==> src/rtl/plot_pkg.sv <==
// Shared types and defaults for the plot sweep path.
// Build option: PLOT_SWEEP_TIMEOUT_EN enables the evaluator watchdog.
package plot_pkg;

    localparam int DEF_INT_W          = 8;
    localparam int DEF_FRAC_W         = 8;
    localparam int DEF_NUM_W          = DEF_INT_W + DEF_FRAC_W;
    localparam int DEF_SCREEN_WIDTH   = 640;
    localparam int DEF_SCREEN_HEIGHT  = 480;
    localparam int DEF_Y_CENTER       = 240;
    localparam int DEF_PPU_LOG2       = 2;
    localparam int DEF_TIMEOUT_CYCLES = 4096;

    typedef enum logic [2:0] {
        IDLE,
        ISSUE,
        WAIT_EVAL,
        EMIT,
        FINISH
    } state_t;

endpackage

==> src/rtl/plot_row_mapper.sv <==
// Maps a signed Q-format y to a screen row; row 0 and visible=0 when off-screen.
// Build option: none (PLOT_SWEEP_TIMEOUT_EN only affects the controller).
module plot_row_mapper
    import plot_pkg::*;
#(
    parameter int NUMBER_WIDTH          = DEF_NUM_W,
    parameter int FRACTIONAL_PART_WIDTH = DEF_FRAC_W,
    parameter int SCREEN_HEIGHT         = DEF_SCREEN_HEIGHT,
    parameter int Y_CENTER              = DEF_Y_CENTER,
    parameter int PPU_LOG2              = DEF_PPU_LOG2,
    parameter int ROW_W                 = $clog2(SCREEN_HEIGHT)
) (
    input  logic [NUMBER_WIDTH-1:0] y,
    output logic [ROW_W-1:0]        row,
    output logic                    visible
);

    localparam int SHIFT = FRACTIONAL_PART_WIDTH - PPU_LOG2;
    localparam int RW    = NUMBER_WIDTH + 2;
    localparam logic signed [RW-1:0] YC = RW'(Y_CENTER);
    localparam logic signed [RW-1:0] HT = RW'(SCREEN_HEIGHT);

    logic signed [RW-1:0] y_ext;
    logic signed [RW-1:0] s;
    logic signed [RW-1:0] r;

    // Two guard bits keep Y_CENTER - s from overflowing for any y.
    assign y_ext   = {{2{y[NUMBER_WIDTH-1]}}, y};
    assign s       = y_ext >>> SHIFT;
    assign r       = YC - s;
    assign visible = !r[RW-1] && (r < HT);
    assign row     = visible ? r[ROW_W-1:0] : '0;

endmodule

==> src/rtl/plot_sweep_controller.sv <==
// Drives the expression evaluator once per column and emits pixel records.
// Build option: PLOT_SWEEP_TIMEOUT_EN adds a WAIT_EVAL watchdog and timeout_err.
module plot_sweep_controller
    import plot_pkg::*;
#(
    parameter int INTEGER_PART_WIDTH    = DEF_INT_W,
    parameter int FRACTIONAL_PART_WIDTH = DEF_FRAC_W,
    parameter int NUMBER_WIDTH          = INTEGER_PART_WIDTH + FRACTIONAL_PART_WIDTH,
    parameter int SCREEN_WIDTH          = DEF_SCREEN_WIDTH,
    parameter int SCREEN_HEIGHT         = DEF_SCREEN_HEIGHT,
    parameter int Y_CENTER              = DEF_Y_CENTER,
    parameter int PPU_LOG2              = DEF_PPU_LOG2
`ifdef PLOT_SWEEP_TIMEOUT_EN
    ,
    parameter int TIMEOUT_CYCLES        = DEF_TIMEOUT_CYCLES
`endif
) (
    input  logic                             clk,
    input  logic                             rst,
    input  logic                             start,
    input  logic                             abort,
    input  logic [NUMBER_WIDTH-1:0]          x_min,
    input  logic [NUMBER_WIDTH-1:0]          x_step,
    output logic                             eval_start,
    output logic [NUMBER_WIDTH-1:0]          eval_x,
    input  logic                             eval_done,
    input  logic [NUMBER_WIDTH-1:0]          eval_y,
    output logic                             pix_valid,
    input  logic                             pix_ready,
    output logic [$clog2(SCREEN_WIDTH)-1:0]  pix_col,
    output logic [$clog2(SCREEN_HEIGHT)-1:0] pix_row,
    output logic                             pix_visible,
    output logic                             busy,
    output logic                             done,
    output logic                             timeout_err
);

    localparam int COL_W = $clog2(SCREEN_WIDTH);
    localparam int ROW_W = $clog2(SCREEN_HEIGHT);
    localparam logic [COL_W-1:0] LAST_COL = COL_W'(SCREEN_WIDTH - 1);

    state_t                  state;
    logic [COL_W-1:0]        col;
    logic [NUMBER_WIDTH-1:0] x_step_q;
    logic [ROW_W-1:0]        row_m;
    logic                    vis_m;

    plot_row_mapper #(
        .NUMBER_WIDTH          (NUMBER_WIDTH),
        .FRACTIONAL_PART_WIDTH (FRACTIONAL_PART_WIDTH),
        .SCREEN_HEIGHT         (SCREEN_HEIGHT),
        .Y_CENTER              (Y_CENTER),
        .PPU_LOG2              (PPU_LOG2),
        .ROW_W                 (ROW_W)
    ) u_row_mapper (
        .y       (eval_y),
        .row     (row_m),
        .visible (vis_m)
    );

    assign busy    = (state != IDLE);
    assign pix_col = col;

`ifdef PLOT_SWEEP_TIMEOUT_EN
    localparam int TW = $clog2(TIMEOUT_CYCLES) + 1;
    logic [TW-1:0] tcnt;
`else
    assign timeout_err = 1'b0;
`endif

    always_ff @(posedge clk or posedge rst) begin
        if (rst) begin
            state       <= IDLE;
            col         <= '0;
            x_step_q    <= '0;
            eval_x      <= '0;
            eval_start  <= 1'b0;
            pix_valid   <= 1'b0;
            pix_row     <= '0;
            pix_visible <= 1'b0;
            done        <= 1'b0;
`ifdef PLOT_SWEEP_TIMEOUT_EN
            tcnt        <= '0;
            timeout_err <= 1'b0;
`endif
        end else if (abort && state != IDLE) begin
            state       <= IDLE;
            col         <= '0;
            eval_start  <= 1'b0;
            pix_valid   <= 1'b0;
            pix_row     <= '0;
            pix_visible <= 1'b0;
            done        <= 1'b0;
        end else begin
            unique case (state)
                IDLE: begin
                    done <= 1'b0;
                    if (start) begin
                        x_step_q   <= x_step;
                        eval_x     <= x_min;
                        col        <= '0;
                        eval_start <= 1'b1;
                        state      <= ISSUE;
`ifdef PLOT_SWEEP_TIMEOUT_EN
                        timeout_err <= 1'b0;
`endif
                    end
                end
                ISSUE: begin
                    eval_start <= 1'b0;
                    state      <= WAIT_EVAL;
`ifdef PLOT_SWEEP_TIMEOUT_EN
                    tcnt       <= '0;
`endif
                end
                WAIT_EVAL: begin
                    if (eval_done) begin
                        pix_row     <= row_m;
                        pix_visible <= vis_m;
                        pix_valid   <= 1'b1;
                        state       <= EMIT;
                    end
`ifdef PLOT_SWEEP_TIMEOUT_EN
                    else if (tcnt == TW'(TIMEOUT_CYCLES - 1)) begin
                        pix_row     <= '0;
                        pix_visible <= 1'b0;
                        pix_valid   <= 1'b1;
                        timeout_err <= 1'b1;
                        state       <= EMIT;
                    end else begin
                        tcnt <= tcnt + 1'b1;
                    end
`endif
                end
                EMIT: begin
                    if (pix_ready) begin
                        pix_valid <= 1'b0;
                        if (col == LAST_COL) begin
                            done  <= 1'b1;
                            state <= FINISH;
                        end else begin
                            col        <= col + 1'b1;
                            eval_x     <= eval_x + x_step_q;
                            eval_start <= 1'b1;
                            state      <= ISSUE;
                        end
                    end
                end
                FINISH: begin
                    done  <= 1'b0;
                    state <= IDLE;
                end
                default: state <= IDLE;
            endcase
        end
    end

endmodule

==> config.mk <==
export PLATFORM = sky130hd
export DESIGN_NAME = plot_sweep_controller
export DESIGN_NICKNAME = d
export VERILOG_FILES = /design/src/rtl/plot_pkg.sv /design/src/rtl/plot_row_mapper.sv /design/src/rtl/plot_sweep_controller.sv
export SDC_FILE = /design/constraint.sdc
export NUM_CORES = 1
export LEC_CHECK = 0
export ABC_AREA = 1
export CORE_MARGIN = 4
export CORE_UTILIZATION = 40
export DETAILED_ROUTE_END_ITERATION = 10
export PLACE_DENSITY_LB_ADDON = 0.1
export SYNTH_ARGS = -nofsm -noshare
export SYNTH_HDL_FRONTEND = slang
export SYNTH_HIERARCHICAL = 1
export SYNTH_SLANG_ARGS = --single-unit
==> constraint.sdc <==
create_clock -name clk -period 2.25 [get_ports clk]
set_input_delay 0.45 -clock clk [delete_from_list [all_inputs] [get_ports clk]]
set_output_delay 0.45 -clock clk [all_outputs]
set_load 0.05 [all_outputs]
==> results.yml <==
run_status:
  outcome: "finished clean"
routing:
  drt-vias-per-instance: 4.82
  routed_length_per_instance_um: 12.5
  drc: 0
  routed-via-count: 3842
  wire_length_after_detailed_routing_um: 9980
  route.antenna.remaining_nets: 0
  drt_pre_antenna_iters: 4
  initialDrtViolationCount: 123
timing:
  final.min_clock_period_ns: 2.09
  hold_viol: 0
  final-setup-viol-count: 0
  report.final.slew_viol_count: 0
  final_critical_path_setup_slack_ns: 0.155
  max-slew-margin-rel: 0.636
  rsz0062_at_grt: "false"
  fin_worst_hold_slack_ns: 0.420
  clock-skew-final_ns: 0.0114
  clock.fmax_ghz: 0.477
  timing_worst_slew_pin_value_ns: 0.544
  finalCritPeriodShare: 0.931
floorplan:
  top_level_ports: 95
  design.core.area_mm2: 0.00986
  design.die.area_mm2: 0.0119
  start_util: 0.414
  num_rows: 36
  floorplan.die.height_um: 109
  floorplan.die.width_um: 109
layout:
  num-nets-final: 732
  share_of_layout_cells_above_drive_strength_1: 0.119
  multiInputGateArea_mm2: 0.00219
  final_area_mm2: 0.00535
  p_r_area_growth_vs_syn_pct: 30.8
  layout.cells.most_common: "nand2_1"
  antenna_cells: 0
  final_cell_count_no_fill: 797
  filler_cell_count: 989
  register_area_mm2: 0.00145
  mostFrequentLayoutCells: "164 x nand2_1, 86 x clkdlybuf4s50_1, 84 x inv_1"
critical_path:
  crit_chain: "clkdlybuf4s50_1"
  critPathLaunchType: "flop"
  crit_slowest_cell: "clkdlybuf4s50_1"
  critical_path_required_ns: 1.80
  max_stage_delay_ns: 0.85
  worst-path-buf-inv: 1
  crit_path_end_kind: "output port"
  cp_top_family: "buffers and inverters"
  crit_arrival_ns: 1.64
  path_class: "reg -> out"
  crit_path_max_fanout: 7
placed_design:
  port_buffers: 87
  place.detailed.instances: 782
  placedInstanceArea_mm2: 0.00513
  dpl.hpwl_um: 7770
  gpl_wtd_cong: 0.861
  post-place-ws_ns: -0.0701
clock_network:
  clock-sinks: 58
  cts-hold-fix-buffers: 0
  clock_insertion_delay_worst_skew_ns: 0.33
  cts_buffer_depth: 2
  cts_buffers: 9
  cts_root_buffer: "clkbuf_8"
  cts_max_level: 3
  post-cts-setup-buffer-count: 0
  resized_after_cts: 0
  cts_tree: "yes"
  worst_setup_hold_path_clk_slew_ns: 0.07
synth:
  synth-async-reset-ratio: 1.00
  synth-main-ff-cell: "dfrtp_1"
  synth_seq_cells: 58
  synth_fp_nets: 636
  ys_warn_count: 6
  post_synth_num_cell_types: 42
  synth-edff-count: 0
  synth_cells: 564
  synth_area_per_cell_um2: 7.25
  synth.cell_area_mm2: 0.00409
  synth_sequential_area_ratio: 0.355
power_and_ir_drop:
  power_frac_seq: 0.232
  p_comb_frac: 0.623
  net_switching_uw: 3710
  max-vdd-ir-drop_v: 0.000907
  pwr-share-clk: 0.145
  total_leakage_power_uw: 0.00267
  power_density_mw_per_mm2: 1410
  power_report.internal_total_uw: 3800
  p_sw_frac: 0.494
worst_hold_path:
  timing.hold.worst.class: "in -> async"
global_routing:
  vias_in_the_first_global_route: 3814
  grt_pass1_wl_um: 17000
  grt_overall_usage: 0.178
  antenna_found_initial: 0
  overflow: 0
  grt_start_max_net_pins: 33
flow_run:
  max_cap_violations: 0
-- final cells by class --
cell class / instances / area share
tap: 133 / 0.0311
clock inverter: 2 / 0.0112
clock buffer: 13 / 0.0297
inverter: 93 / 0.0658
multi-input combinational: 400 / 0.410
sequential: 58 / 0.271
timing repair buffer: 98 / 0.180
-- path summary, 6_finish.rpt --
kind | slack, ns | startpoint | endpoint | depth (start not counted)
max reg2reg | 0.19 | pix_col[0] | eval_x[7] | 8
max in group asynchronous | 1.28 | rst | eval_x[6] | 3
min reg2reg | 0.50 | done | done | 1
min | 0.42 | rst | pix_col[5] | 2
min in group clk | 0.50 | done | done | 1
max | 0.16 | pix_col[0] | pix_col[0] | 1
-- power by group through the flow --
stage | sequential (uW) | clock, uW | combinational [uW]
detailed placement | 1770 | 0 | 4700
finish | 1750 | 1090 | 4680
global placement | 1760 | 0 | 4650
CTS | 1760 | 1120 | 4730
floorplan | 2510 | 0 | 2770
global route | 1810 | 1180 | 5280
-- per-layer routing --
metal	vias to the layer above	wire [um]	share of wire	global-route usage
li1	1982	-	-	-
met1	1786	4220	0.42	0.206
met2	68	5250	0.53	0.325
met3	6	451	0.045	0.0521
met4	0	65	0.0065	0.0370
met5	-	0	0	0
-- flip-flops by register name (all words and copies together), names as in the netlist --
signal       cells
state            3
pix_visible      1
eval_start       1
pix_valid        1
x_step_q        16
pix_row          9
eval_x          16
pix_col         10
done             1
-- cells by family (layout without fill, tap and decap cells) --
kind of cell,count (synthesis),count (layout),share of synthesized area
simple gates,308,308,0.341
buf+inv,106,206,0.108
flops,58,58,0.355
compound gates,52,52,0.0830
fa+ha+maj,18,18,0.0569
mux,16,16,0.0441
xor+xnor,5,5,0.0107
other cells,1,1,0.000918
-- stage by stage --
step | setup TNS, ns | util | total power [uW]
detailed placement | -0.326 | 0.520 | 6480
CTS | 0 | 0.542 | 7610
global placement | 0 | 0.520 | 6410
global route | 0 | 0.542 | 8260
floorplan | 0 | - | 5280
finish | 0 | 0.542 | 7520
-- Yosys cell counts, types with 2 or more instances --
master | number | area (um2)
nand2_1 | 164 | 616
inv_1 | 85 | 319
dfrtp_1 | 58 | 1450
nand3_1 | 53 | 265
nor2_1 | 46 | 173
ha_1 | 17 | 213
mux2_2 | 16 | 180
a21oi_1 | 14 | 70.1
o21ai_1 | 13 | 65.1
nand4_1 | 9 | 56.3
nor3_1 | 9 | 45.0
inv_2 | 7 | 26.3
o21ai_0 | 7 | 35.0
buf_2 | 5 | 25.0
nand2_2 | 5 | 31.3
o21ai_2 | 5 | 43.8
buf_4 | 4 | 30.0
nor2_2 | 4 | 25.0
o211ai_1 | 4 | 30.0
nand3_4 | 3 | 52.6
xor2_1 | 3 | 26.3
and2_1 | 2 | 12.5
clkbuf_1 | 2 | 7.51
nand3_2 | 2 | 20.0
nand3b_1 | 2 | 15.0
nand4_2 | 2 | 25.0
nor2_4 | 2 | 22.5
o21a_1 | 2 | 15.0
o21ai_4 | 2 | 32.5
o21bai_1 | 2 | 15.0
o31ai_2 | 2 | 25.0
or2_1 | 2 | 12.5
xnor2_1 | 2 | 17.5
Power figures use the tool's default switching activity.
